File: src/rtl/coverfloat_scan_sched_pkg.sv
`default_nettype none
// ============================================================================
//  Module      : coverfloat_scan_sched_pkg
//  Description : Shared types and constants for the coverfloat bit-pattern
//                scanner (FSM state encoding, packed result record).
//  Revision    : 1.0 - initial release
// ============================================================================
package coverfloat_scan_sched_pkg;

  // Widest value any sampler may submit; counts therefore need 9 bits.
  localparam int SCAN_MAX_W = 256;
  localparam int SCAN_CNT_W = 9;

  typedef enum logic [1:0] {
    IDLE = 2'd0,
    SCAN = 2'd1,
    DONE = 2'd2
  } scan_state_t;

  typedef struct packed {
    logic [SCAN_CNT_W-1:0] lz;
    logic [SCAN_CNT_W-1:0] lo;
    logic [SCAN_CNT_W-1:0] tz;
    logic [SCAN_CNT_W-1:0] to;
    logic [SCAN_CNT_W-1:0] lrun;
  } scan_result_t;

endpackage
`default_nettype wire

File: src/rtl/coverfloat_scan_sched_engine.sv
`default_nettype none
// ============================================================================
//  Module      : coverfloat_scan_engine
//  Description : Chunk accumulator datapath. Consumes up to CHUNK bits per
//                cycle, LSB first, and maintains trailing counts, the running
//                zero/one runs and the longest one-run seen so far.
//  Revision    : 1.0 - initial release
// ============================================================================
module coverfloat_scan_engine
  import coverfloat_scan_sched_pkg::*;
#(
  parameter int CHUNK = 8
) (
  input  logic                   clk,
  input  logic                   rst,
  input  logic                   start,
  input  logic                   chunk_valid,
  input  logic [CHUNK-1:0]       chunk_bits,
  input  logic [$clog2(CHUNK):0] chunk_nbits,
  input  logic                   last,
  output scan_result_t           result,
  output logic                   result_valid
);

  localparam int NB_W = $clog2(CHUNK) + 1;

  logic [SCAN_CNT_W-1:0] tz_q, to_q, zrun_q, orun_q, lrun_q;
  logic                  all_zero_q, all_one_q;

  logic [SCAN_CNT_W-1:0] tz_n, to_n, zrun_n, orun_n, lrun_n;
  logic                  all_zero_n, all_one_n;

  // Walk the valid bits of this chunk in order, updating every counter as if
  // the bits arrived one at a time; bits past chunk_nbits are beyond width.
  always_comb begin
    tz_n       = tz_q;
    to_n       = to_q;
    zrun_n     = zrun_q;
    orun_n     = orun_q;
    lrun_n     = lrun_q;
    all_zero_n = all_zero_q;
    all_one_n  = all_one_q;
    for (int j = 0; j < CHUNK; j++) begin
      if (NB_W'(j) < chunk_nbits) begin
        if (chunk_bits[j]) begin
          orun_n     = orun_n + 9'd1;
          zrun_n     = '0;
          all_zero_n = 1'b0;
          if (all_one_n) to_n = to_n + 9'd1;
          if (orun_n > lrun_n) lrun_n = orun_n;
        end else begin
          zrun_n    = zrun_n + 9'd1;
          orun_n    = '0;
          all_one_n = 1'b0;
          if (all_zero_n) tz_n = tz_n + 9'd1;
        end
      end
    end
  end

  // Accumulator registers: cleared on start, advanced on each valid chunk.
  always_ff @(posedge clk or posedge rst) begin
    if (rst) begin
      tz_q         <= '0;
      to_q         <= '0;
      zrun_q       <= '0;
      orun_q       <= '0;
      lrun_q       <= '0;
      all_zero_q   <= 1'b0;
      all_one_q    <= 1'b0;
      result_valid <= 1'b0;
    end else if (start) begin
      tz_q         <= '0;
      to_q         <= '0;
      zrun_q       <= '0;
      orun_q       <= '0;
      lrun_q       <= '0;
      all_zero_q   <= 1'b1;
      all_one_q    <= 1'b1;
      result_valid <= 1'b0;
    end else if (chunk_valid) begin
      tz_q       <= tz_n;
      to_q       <= to_n;
      zrun_q     <= zrun_n;
      orun_q     <= orun_n;
      lrun_q     <= lrun_n;
      all_zero_q <= all_zero_n;
      all_one_q  <= all_one_n;
      if (last) result_valid <= 1'b1;
    end
  end

  // Runs still open at the final bit (width-1) are the leading counts.
  assign result.lz   = zrun_q;
  assign result.lo   = orun_q;
  assign result.tz   = tz_q;
  assign result.to   = to_q;
  assign result.lrun = lrun_q;

endmodule
`default_nettype wire

File: src/rtl/coverfloat_scan_sched.sv
`default_nettype none
// ============================================================================
//  Module      : coverfloat_scan_sched
//  Description : Round-robin scheduler in front of one time-shared bit-pattern
//                scan engine. Grants one requester at a time, latches its
//                operand and scans it CHUNK bits per cycle.
//  Revision    : 1.0 - initial release
// ============================================================================
module coverfloat_scan_sched
  import coverfloat_scan_sched_pkg::*;
#(
  parameter int NUM_REQ = 4,
  parameter int CHUNK   = 8,
  parameter int MAX_W   = SCAN_MAX_W
) (
  input  logic                         clk,
  input  logic                         rst,
  input  logic [NUM_REQ-1:0]           req_valid,
  output logic [NUM_REQ-1:0]           req_ready,
  input  logic [NUM_REQ*MAX_W-1:0]     req_val,
  input  logic [NUM_REQ*9-1:0]         req_width,
  output logic                         rsp_valid,
  input  logic                         rsp_ready,
  output logic [$clog2(NUM_REQ)-1:0]   rsp_id,
  output logic [8:0]                   rsp_lz,
  output logic [8:0]                   rsp_lo,
  output logic [8:0]                   rsp_tz,
  output logic [8:0]                   rsp_to,
  output logic [8:0]                   rsp_lrun
);

  localparam int ID_W   = $clog2(NUM_REQ);
  localparam int NB_W   = $clog2(CHUNK) + 1;
  localparam int LOG2C  = $clog2(CHUNK);
  localparam int K_W    = (MAX_W / CHUNK > 1) ? $clog2(MAX_W / CHUNK) : 1;

  scan_state_t         state, next_state;
  logic [ID_W-1:0]     last_grant;
  logic [ID_W-1:0]     grant_idx;
  logic                any_valid;
  logic                grant_fire;

  logic [MAX_W-1:0]    val_q;
  logic [8:0]          width_q;
  logic [ID_W-1:0]     id_q;
  logic [K_W-1:0]      k_q;

  logic [MAX_W-1:0]    sel_val;
  logic [8:0]          sel_width;

  logic [9:0]          base;
  logic [9:0]          rem;
  logic [NB_W-1:0]     nbits;
  logic [CHUNK-1:0]    chunk_bits;
  logic                last;

  scan_result_t        result;
  logic                result_valid;

  // Round-robin pick: first valid index strictly after the previous winner.
  always_comb begin
    int idx;
    any_valid = 1'b0;
    grant_idx = '0;
    idx       = 0;
    for (int off = 1; off <= NUM_REQ; off++) begin
      idx = int'(last_grant) + off;
      if (idx >= NUM_REQ) idx = idx - NUM_REQ;
      if (!any_valid && req_valid[ID_W'(idx)]) begin
        any_valid = 1'b1;
        grant_idx = ID_W'(idx);
      end
    end
  end

  // Operand mux for the winner; oversized widths saturate at MAX_W.
  always_comb begin
    logic [8:0] w;
    sel_val = '0;
    w       = '0;
    for (int i = 0; i < NUM_REQ; i++) begin
      if (grant_idx == ID_W'(i)) begin
        sel_val = req_val[i*MAX_W +: MAX_W];
        w       = req_width[i*9 +: 9];
      end
    end
    sel_width = (w > 9'(MAX_W)) ? 9'(MAX_W) : w;
  end

  // Current chunk window: its bits, how many of them lie below width, and
  // whether it is the final chunk (width 0 still takes one empty chunk).
  always_comb begin
    base       = 10'(k_q) << LOG2C;
    rem        = {1'b0, width_q} - base;
    nbits      = (rem >= 10'(CHUNK)) ? NB_W'(CHUNK) : NB_W'(rem);
    chunk_bits = CHUNK'(val_q >> base);
    last       = (base + 10'(CHUNK)) >= {1'b0, width_q};
  end

  // FSM state register.
  always_ff @(posedge clk or posedge rst) begin
    if (rst) state <= IDLE;
    else     state <= next_state;
  end

  // FSM next-state and grant; no grant is offered while reset is held.
  always_comb begin
    next_state = state;
    req_ready  = '0;
    grant_fire = 1'b0;
    case (state)
      IDLE: begin
        if (any_valid && !rst) begin
          req_ready[grant_idx] = 1'b1;
          grant_fire           = 1'b1;
          next_state           = SCAN;
        end
      end
      SCAN: begin
        if (last) next_state = DONE;
      end
      DONE: begin
        if (rsp_ready) next_state = IDLE;
      end
      default: next_state = IDLE;
    endcase
  end

  // Operand latch, chunk counter and arbitration history.
  always_ff @(posedge clk or posedge rst) begin
    if (rst) begin
      val_q      <= '0;
      width_q    <= '0;
      id_q       <= '0;
      k_q        <= '0;
      last_grant <= ID_W'(NUM_REQ - 1);
    end else if (grant_fire) begin
      val_q   <= sel_val;
      width_q <= sel_width;
      id_q    <= grant_idx;
      k_q     <= '0;
    end else if (state == SCAN) begin
      k_q <= k_q + 1'b1;
      if (last) last_grant <= id_q;
    end
  end

  coverfloat_scan_engine #(
    .CHUNK (CHUNK)
  ) u_engine (
    .clk          (clk),
    .rst          (rst),
    .start        (grant_fire),
    .chunk_valid  (state == SCAN),
    .chunk_bits   (chunk_bits),
    .chunk_nbits  (nbits),
    .last         (last),
    .result       (result),
    .result_valid (result_valid)
  );

  assign rsp_valid = (state == DONE) && result_valid;
  assign rsp_id    = id_q;
  assign rsp_lz    = result.lz;
  assign rsp_lo    = result.lo;
  assign rsp_tz    = result.tz;
  assign rsp_to    = result.to;
  assign rsp_lrun  = result.lrun;

endmodule
`default_nettype wire
File: config.mk
export PLATFORM = sky130hd
export DESIGN_NAME = coverfloat_scan_sched
export DESIGN_NICKNAME = d
export VERILOG_FILES = /design/src/rtl/coverfloat_scan_sched_pkg.sv /design/src/rtl/coverfloat_scan_sched_engine.sv /design/src/rtl/coverfloat_scan_sched.sv
export SDC_FILE = /design/constraint.sdc
export NUM_CORES = 2
export LEC_CHECK = 0
export ABC_AREA = 1
export CAP_MARGIN = 20
export CORE_AREA = 2 2 436 438
export DETAILED_ROUTE_END_ITERATION = 7
export DIE_AREA = 0 0 438 440
export SYNTH_ARGS = -nofsm -noshare
export SYNTH_HDL_FRONTEND = slang
export SYNTH_SLANG_ARGS = --single-unit
File: constraint.sdc
create_clock -name clk -period 44.3 [get_ports clk]
set_input_delay 4.43 -clock clk [delete_from_list [all_inputs] [get_ports clk]]
set_output_delay 4.43 -clock clk [all_outputs]
set_load 0.01 [all_outputs]
==> impl_metrics.yaml <==
critical_path:
  critPathLaunchType: "flip-flop"
  endpoint_kind: "flip-flop"
  cp_max_fo: 110
  cpMaxStageDelayCell: "dfrtp_4"
  crit_path_max_incr_delay_ps: 730
  worstSetupPathType: "flip-flop to flip-flop"
  arrival_ps: 17740
  critPathRequiredTime_ps: 44780
  timing.critical_path.mode_cell: "o21ai_0"
yosys:
  synth_area_leader_cell: "dfrtp_1"
  postSynthAreaPerCell_um2: 6.314
  seq_area_frac_synth_pct: 26.68
  yosys-top-cells-count: "1,446 x nand2_1, 429 x o21ai_0, 423 x inv_1"
  netlist_top_cells_area: "dfrtp_1 27%, nand2_1 18%, o21ai_0 7.1%, nand3_1 6.4%, a21oi_1 5.5%"
  syn_inst: 4815
  synth_area_mm2: 0.03040
  synth_top_area_share_pct: 26.50
  ys.flop_type: "dfrtp_1"
  synth_enable_flop_cells: 0
  yosysWarnings: 0
  synth.most_common_cell: "nand2_1"
  ys_seq_elements: 324
  ys_types: 67
  syn_nets: 5999
  async_flop_share_pct: 100.0
placed_design:
  place_inst: 8232
  place_congestion: 1.004
  port_buffers: 1118
  dp_hpwl_mm: 185.8
grt:
  antenna_found_initial: 111
  grt_pass1_vias: 36280
  grt_usage_pct: 21.82
  grt_pass1_wl_mm: 292.4
  grt-ovfl-total: 0
  grt_max_degree: 150
cts:
  postCtsResizedCells: 0
  clock_latency_ps: 670
  clock_sinks: 324
  cts_tree: "built"
  postCtsSetupRepairBufs: 0
  cts_max_level: 2
  path_clk_slew_ps: 60
  cts_root_buffer: "clkbuf_16"
  cts_buffers: 45
  clock_path_buffers: 3
  ctsHoldBuffers: 0
power:
  p_leak_uw: 0.01930
  power.density_mw_per_mm2: 93.43
  p_total_uw: 4275
  irDropWorstVdd_mv: 0.07227
floorplan:
  rows: 160
  core_mm2: 0.1886
  io_pins: 1119
  die_h_um: 440
  die_width_um: 438
  start_util_pct: 16.12
  dieArea_mm2: 0.1927
route:
  drtIter0Drc: 3161
  vias_per_cell: 4.612
  drc: 0
  drt-total-wl_mm: 220.4
  drtPass1Iterations: 6
  wl_per_cell_um: 26.36
  ant_nets: 0
  vias: 38560
job:
  drv_cap: 0
finish:
  nFillCells: 21140
  layoutNonFillerInstCount: 8361
  syn2layout_area_growth_pct: 50.48
  drive_gt1_share_pct: 5.156
  nets: 6952
sta:
  period_share_pct: 38.96
  hold-worst-slack_ps: 479.7
  setup_viol: 0
  report.final.slew_viol_count: 0
  max_freq_mhz: 57.94
  worstMarginPinSlew_ps: 1095
  relSlewSlack_pct: 27.01
  finalCriticalPeriod_ps: 17260
  hold_viol_final: 0
  rsz0062_at_grt: "false"
  fin_worst_skew_ps: 55.82
  fin_setup_tns_ps: 0
hold_path:
  min_path_type: "flip-flop to flip-flop"
run_status:
  outcome: "finished clean"
[power breakdown]
group	switching, µW	internal, µW	total [µW]
Sequential	146	432	578
Clock	166	237	402
Combinational	2290	1010	3290
Total	2600	1680	4270
[worst max-delay path: cells and delay by family (launching register included)]
kind / cells / cell delay, ps
adder cells (fa/ha/maj): 8 / 2670
AND/OR/NAND/NOR: 35 / 4820
AO/OA/AOI/OAI: 41 / 6410
buffers and inverters: 13 / 2380
flip-flops: 1 / 730
[final cells by class]
class                           instances  area, µm²  share of cell area, %
Inverter                              482       1843                  4.028
Antenna cell                           51      127.6                 0.2790
Clock buffer                           55       1224                  2.675
Tap cell                             2511       3142                  6.867
Clock inverter                         23      320.3                 0.7001
Sequential cell                       324       8120                  17.75
Timing Repair Buffer                 1165      11570                  25.29
Multi-Input combinational cell       3750      19400                  42.41
[cell usage in the layout, fill, tap and decap left out, types with 9 or more instances in the layout]
master and n:
inv_2 43, a211oi_1 21, a221oi_1 68, nor2_1 325, xor2_2 10, o21a_1 10, or2_2 9, or2_1 12
o22ai_1 31, o211ai_1 67, o221ai_1 42, buf_4 45, clkinv_1 13, nor2_2 17, nor3_1 38, nand2_1 1445
o21ai_0 429, diode_2 51, o21ai_1 40, clkdlybuf4s50_1 1118, nand2_2 37, a22o_1 69, xnor2_1 18, nand3_1 389
clkbuf_16 45, nand4_1 26, ha_1 116, dfrtp_1 318, nor2_4 15, a21oi_1 336, xor2_1 50, inv_1 418
a31oi_1 49
[logic make-up after synthesis]
group           Yosys count  share of synthesized area (%)
compound gates         1189                          23.21
xor+xnor                 82                          2.708
fa+ha+maj               117                          4.840
buf+inv                 741                          9.655
flops                   324                          26.68
mux                       2                        0.06585
simple gates           2360                          32.85
[state kept, by name (all words and copies together) (netlist names)]
| signal | count |
|---|---|
| u_engine.lrun_q | 9 |
| u_engine.to_q | 9 |
| last_grant | 2 |
| u_engine.zrun_q | 9 |
| k_q | 5 |
| state | 2 |
| u_engine.all_zero_q | 1 |
| val_q | 256 |
| u_engine.all_one_q | 1 |
| u_engine.tz_q | 9 |
| rsp_id | 2 |
| width_q | 9 |
| u_engine.result_valid | 1 |
| u_engine.orun_q | 9 |
[path summary, 6_finish.rpt]
path,start,end,slack [ps],cells past startpoint
worst max-delay path,k_q[0],u_engine.lrun_q[6],27040,97
worst min-delay path,val_q[135],val_q[135],480,2
worst max register to register,k_q[0],u_engine.lrun_q[6],27040,97
worst min register to register,val_q[135],val_q[135],480,2
max in group asynchronous,rst,val_q[93],37760,4
min in group asynchronous,rst,u_engine.lrun_q[3],4350,2
[metrics by stage]
step | cell area, µm² | util [%] | worst slack, ps
floorplan | 30400 | - | 27330
detailed placement | 44080 | 23.37 | 26980
finish | 45750 | 24.26 | 27040
CTS | 45620 | 24.19 | 26960
global placement | 44080 | 23.37 | 26850
global route | 45720 | 24.24 | 24870
[metal layers]
| metal | vias to the layer above | share of wire [%] | track usage, % |
|---|---|---|---|
| met5 | - | 0.088 | 0 |
| met4 | 30 | 5.6 | 11.54 |
| met3 | 359 | 5.9 | 3.944 |
| met2 | 1560 | 49 | 38.06 |
| met1 | 18500 | 39 | 25.31 |
| li1 | 18110 | - | - |
Power figures use the tool's default switching activity.
